===== src/rtl/demux_pkg.sv =====
// rtl/demux_pkg.sv - shared lane count, lane index type and pointer sizing for the demux router
package demux_pkg;

  localparam int NUM_LANES = 4;

  typedef logic [1:0] lane_idx_t;

  // One extra pointer bit separates the full and empty cases when the pointers are equal modulo DEPTH
  function automatic int ptr_width(input int depth);
    return $clog2(depth) + 1;
  endfunction

endpackage


===== src/rtl/demux_lane_fifo.sv =====
// rtl/demux_lane_fifo.sv - per-lane synchronous FIFO with a registered storage array and wrap-bit pointers
module demux_lane_fifo
  import demux_pkg::*;
#(
  parameter int WIDTH = 64,
  parameter int DEPTH = 2
) (
  input  logic             clk,
  input  logic             rst_n,
  input  logic             i_push,
  input  logic [WIDTH-1:0] i_data,
  input  logic             i_pop,
  output logic [WIDTH-1:0] o_data,
  output logic             o_empty,
  output logic             o_full
);

  localparam int PW = ptr_width(DEPTH);
  localparam int AW = PW - 1;

  logic [PW-1:0]    r_wr_ptr;
  logic [PW-1:0]    r_rd_ptr;
  logic [WIDTH-1:0] r_mem [DEPTH];
  logic [PW-1:0]    w_count;
  logic             w_do_push;
  logic             w_do_pop;

  assign w_count   = r_wr_ptr - r_rd_ptr;
  assign o_empty   = (w_count == '0);
  assign o_full    = (w_count == PW'(DEPTH));
  assign w_do_push = i_push & ~o_full;
  assign w_do_pop  = i_pop & ~o_empty;
  assign o_data    = r_mem[r_rd_ptr[AW-1:0]];

  always_ff @(posedge clk or negedge rst_n) begin
    if (!rst_n) begin
      r_wr_ptr <= '0;
      r_rd_ptr <= '0;
      for (int k = 0; k < DEPTH; k++) begin
        r_mem[k] <= '0;
      end
    end else begin
      if (w_do_push) begin
        r_mem[r_wr_ptr[AW-1:0]] <= i_data;
        r_wr_ptr                <= r_wr_ptr + 1'b1;
      end
      if (w_do_pop) begin
        r_rd_ptr <= r_rd_ptr + 1'b1;
      end
    end
  end

endmodule


===== src/rtl/demux_fifo_router.sv =====
// rtl/demux_fifo_router.sv - steers one valid/ready input stream into four independently drained lane FIFOs
module demux_fifo_router
  import demux_pkg::*;
#(
  parameter int WIDTH = 64,
  parameter int DEPTH = 2
) (
  input  logic                       clk,
  input  logic                       rst_n,
  input  logic                       in_valid,
  output logic                       in_ready,
  input  lane_idx_t                  in_ctrl,
  input  logic [WIDTH-1:0]           in_data,
  output logic [NUM_LANES-1:0]       out_valid,
  input  logic [NUM_LANES-1:0]       out_ready,
  output logic [NUM_LANES*WIDTH-1:0] out_data,
  output logic [NUM_LANES-1:0]       lane_full
);

  logic [NUM_LANES-1:0] w_push;
  logic [NUM_LANES-1:0] w_pop;
  logic [NUM_LANES-1:0] w_empty;
  logic [NUM_LANES-1:0] w_full;

  // Ready depends only on the selected lane's full flag, so a same-cycle pop never frees the slot
  assign in_ready  = ~w_full[in_ctrl];
  assign out_valid = ~w_empty;
  assign lane_full = w_full;
  assign w_pop     = out_valid & out_ready;

  always_comb begin
    w_push = '0;
    if (in_valid && in_ready) begin
      w_push[in_ctrl] = 1'b1;
    end
  end

  for (genvar g = 0; g < NUM_LANES; g++) begin : g_lane
    demux_lane_fifo #(
      .WIDTH(WIDTH),
      .DEPTH(DEPTH)
    ) u_fifo (
      .clk    (clk),
      .rst_n  (rst_n),
      .i_push (w_push[g]),
      .i_data (in_data),
      .i_pop  (w_pop[g]),
      .o_data (out_data[g*WIDTH +: WIDTH]),
      .o_empty(w_empty[g]),
      .o_full (w_full[g])
    );
  end

endmodule


===== config.mk =====
export PLATFORM = sky130hd
export DESIGN_NAME = demux_fifo_router
export DESIGN_NICKNAME = d
export VERILOG_FILES = /design/src/rtl/demux_pkg.sv /design/src/rtl/demux_lane_fifo.sv /design/src/rtl/demux_fifo_router.sv
export SDC_FILE = /design/constraint.sdc
export NUM_CORES = 1
export LEC_CHECK = 0
export BUFFER_PORTS_ARGS = -buffer_cell sky130_fd_sc_hd__buf_4
export CAP_MARGIN = 10
export CORE_AREA = 2 2 213 215
export DETAILED_ROUTE_END_ITERATION = 16
export DIE_AREA = 0 0 215 217
export PLACE_DENSITY_LB_ADDON = 0.2
export SLEW_MARGIN = 20
export SYNTH_ARGS = -nofsm -noshare
export SYNTH_HDL_FRONTEND = slang
export SYNTH_SLANG_ARGS = --single-unit

===== constraint.sdc =====
create_clock -name clk -period 2.1 [get_ports clk]
set_input_delay 0.42 -clock clk [delete_from_list [all_inputs] [get_ports clk]]
set_output_delay 0.42 -clock clk [all_outputs]
set_load 0.05 [all_outputs]

==> results by group <==
Clock tree
  – Clock buffer depth: 3
  – Worst-skew pair later-pin latency: 610 ps
  – Reg clk slew, reported paths: 60 ps
  – Root Buffer: clkbuf_16
  – CTS sink count: ~530
  – H-tree levels: 2
  – CTS Buf Count: 54
  – CTS tree: built

Critical path
  – CP peak stage delay: ~460 ps
  – Startpoint types: register
  – Worst reg2reg endpoint: g_lane[2].u_fifo.r_mem[23]
  – Crit path required time: 1680 ps
  – Crit-path most repeated cell: buf_12
  – Buf+Inv Stages, Crit Path: 4
  – Top delay family on crit path: buffers and inverters
  – Crit path cell chain: buf_12, buf_12, clkbuf_16, mux2_2, buf_6
  – Reg2reg setup slack: -270 ps
  – Critical path class: register to output port
  – Crit path DAT: 2080 ps
  – Slowest CP cell: dfrtp_4
  – Reg-to-reg startpoint: g_lane[2].u_fifo.r_rd_ptr[0]
  – Largest fanout on the critical path: 9
  – CP Capture Type: output port
  – Worst Reg2Reg Path Length in Cells: 7

Global route
  – Grt total ovfl: 0
  – Via count of the first global-routing pass: 14.9k
  – Global-route wire length before repair: 90300 microns
  – Largest net degree at the start of global routing: 71
  – Initial antenna violation count: 2
  – Overall routing resource usage: between 20% and 30%

Yosys
  – Post-synthesis sequential area ratio: 57.7%
  – Yosys reg bits: 528
  – Number of library cell types mapped by synthesis: 23
  – Cell Area, Synth: 22900 sq um
  – Synth warn: 0
  – Mapped Nets: 1531
  – Mapped Cells: ~1.5k
  – Syn_area_per_cell: 15.7 sq um

STA
  – Period utilisation layout: 119%
  – Final setup vio count: roughly 480
  – RSZ-0062 raised after global routing: true
  – Fin Setup TNS: -98030 ps
  – Max Clock Freq: 400 MHz
  – Least-Margin Pin Slew: 517 ps
  – Final Skew: 23.6 ps
  – Final Max Tran Viols: 0
  – Worst setup margin: -403 ps
  – Rel. slew slack: 65.5%
  – Min Clock Period, post-route: 2500 ps
  – Final hold vios: 0

Die
  – Die W: 215 microns
  – Cell Rows: 78
  – Core area: 44700 sq um
  – Die Y: between 200 and 250 microns
  – I/O Pins: around 340
  – DIE AREA: approximately 47000 sq um
  – Starting Density: 51.2%

Finish
  – FF/Latch Area: 13200 sq um
  – Fillers: approximately 3.2k
  – Non-Filler Instances: between 2k and 3k
  – Final Util: 67.9%
  – Commonest cells after routing, fill and taps aside: mux2_2, dfrtp_1, buf_4, buf_6, clkbuf_16
  – Multi-input gate area: 9590 sq um
  – Total Nets Final: 1957
  – Commonest non-fill, non-tap cell in the layout: mux2_2
  – Fraction of layout cells with a size suffix above 1: 69.1%
  – Area delta synth->final: 32.7%

Detailed routing
  – Residual DRC count: 0
  – DRT Wirelength: 63000 microns
  – TritonRoute pass-1 iters: 6
  – Via count: between 10k and 15k
  – Antenna Nets Post-Route: 0
  – Routed wire per std cell: 25.0 microns
  – Drt via density: about 5.5
  – Iteration-0 DRC Markers: 708

Placed design
  – HPWL Detailed: 35900 microns
  – Dpl cells: 2375
  – RePlAce Congestion: 0.780
  – Port bufs: 337

Min path
  – Worst Hold End: g_lane[0].u_fifo.r_mem[77]
  – Hold Crit Class: input port to register
  – Hold depth: 2
  – Hold Path Origin: in_data[13]

Outcome
  – Status: finished, violations left
  – Failing checks: setup timing

Flow run
  – Max_cap viols: 0
-- worst max-delay path by stage --
stage	slack, ps	cells past startpoint	end	from
5_1_grt	-460	4	in_ready	g_lane[0].u_fifo.r_rd_ptr[0]
6_report	-400	5	out_data[63]	g_lane[0].u_fifo.r_rd_ptr[0]
4_1_cts	-440	4	out_data[90]	g_lane[1].u_fifo.r_rd_ptr[0]
2_1_floorplan	-20	4	out_data[103]	g_lane[1].u_fifo.r_rd_ptr[0]
3_3_place_gp	20	6	g_lane[2].u_fifo.r_mem[23]	in_valid
3_5_place_dp	-10	6	g_lane[0].u_fifo.r_mem[15]	in_ctrl[1]
-- state kept, by name (all words and copies together), names as in the netlist --
name                    cells
g_lane.u_fifo.r_wr_ptr      8
g_lane.u_fifo.r_rd_ptr      8
g_lane.u_fifo.r_mem       512
-- routing by layer --
metal / wire length (microns) / vias to the layer above / part of all wire, % / global-route usage [%]
met1: 26600 / 7488 / 42 / 33.3
met3: 3610 / 81 / 5.7 / 5.90
met4: 1410 / 0 / 2.2 / 6.99
met2: 31400 / 339 / 50 / 42.9
li1: - / 6102 / - / -
met5: 0 / - / 0 / 0
-- final cells by class --
type                    count  share of cell area [%]
repair buffers            461                    16.5
clock inverters            21                   0.705
diodes                      2                  0.0165
inverters                   8                  0.0989
flip-flops and latches    528                    43.6
well taps                 600                    2.47
multi-input cells         831                    31.6
clock buffers              74                    5.10
-- cells in the mapped netlist --
library cell | n | area (sq um)
mux2_2 | 757 | 8520
dfrtp_1 | 528 | 13200
buf_2 | 38 | 190
clkbuf_1 | 37 | 139
xnor2_1 | 20 | 175
mux2_1 | 11 | 124
buf_4 | 10 | 75.1
xor2_1 | 10 | 87.6
inv_1 | 8 | 30.0
nand2_1 | 7 | 26.3
buf_6 | 6 | 67.6
o211ai_1 | 5 | 37.5
o21ai_0 | 4 | 20.0
nand2b_1 | 3 | 18.8
a2111oi_0 | 2 | 17.5
a2111oi_4 | 2 | 55.1
a211o_1 | 2 | 17.5
a211oi_1 | 2 | 15.0
o2111ai_1 | 2 | 17.5
a21oi_1 | 1 | 5.00
mux4_2 | 1 | 22.5
nand3_1 | 1 | 5.00
nor2b_1 | 1 | 6.26
-- per-stage QoR --
step                      setup WS [ps]  hold slack (ps)  area [sq um]
final                              -403              107         30400
after global routing               -456             93.3         30400
after CTS                          -436             74.4         29400
after detailed placement          -9.81              388         26700
after global placement             17.9              382         26700
after floorplan                   -22.7              124         22900
-- cells by family (layout without fill, tap and decap cells) --
kind of cell / count (synthesis) / after routing / share of synthesized area, %
other: 0 / 2 / 0
multiplexers: 769 / 769 / 37.9
XOR/XNOR: 30 / 30 / 1.15
AND/OR/NAND/NOR: 12 / 12 / 0.246
buffers and inverters: 99 / 564 / 2.19
AO/OA/AOI/OAI: 20 / 20 / 0.809
flip-flops: 528 / 528 / 57.7
-- worst register-to-register path: cells and delay by family, from the launching register on --
kind,cells,cell delay [ps]
AOI/OAI and AO/OA,1,430
buffers and inverters,5,880
DFF,1,520
muxes,1,400
-- what timing repair did --
action	4_1_cts	5_1_grt
buffers inserted	13	12
gates cloned	10	18
endpoints found under the hold margin	28	0
pin swaps	5	5
hold buffers	1	0
resized for setup	125	128
setup endpoints to repair	265	413
Power is not shown: default switching activity piles up to over one toggle a cycle in this logic, so the estimate is an artifact.
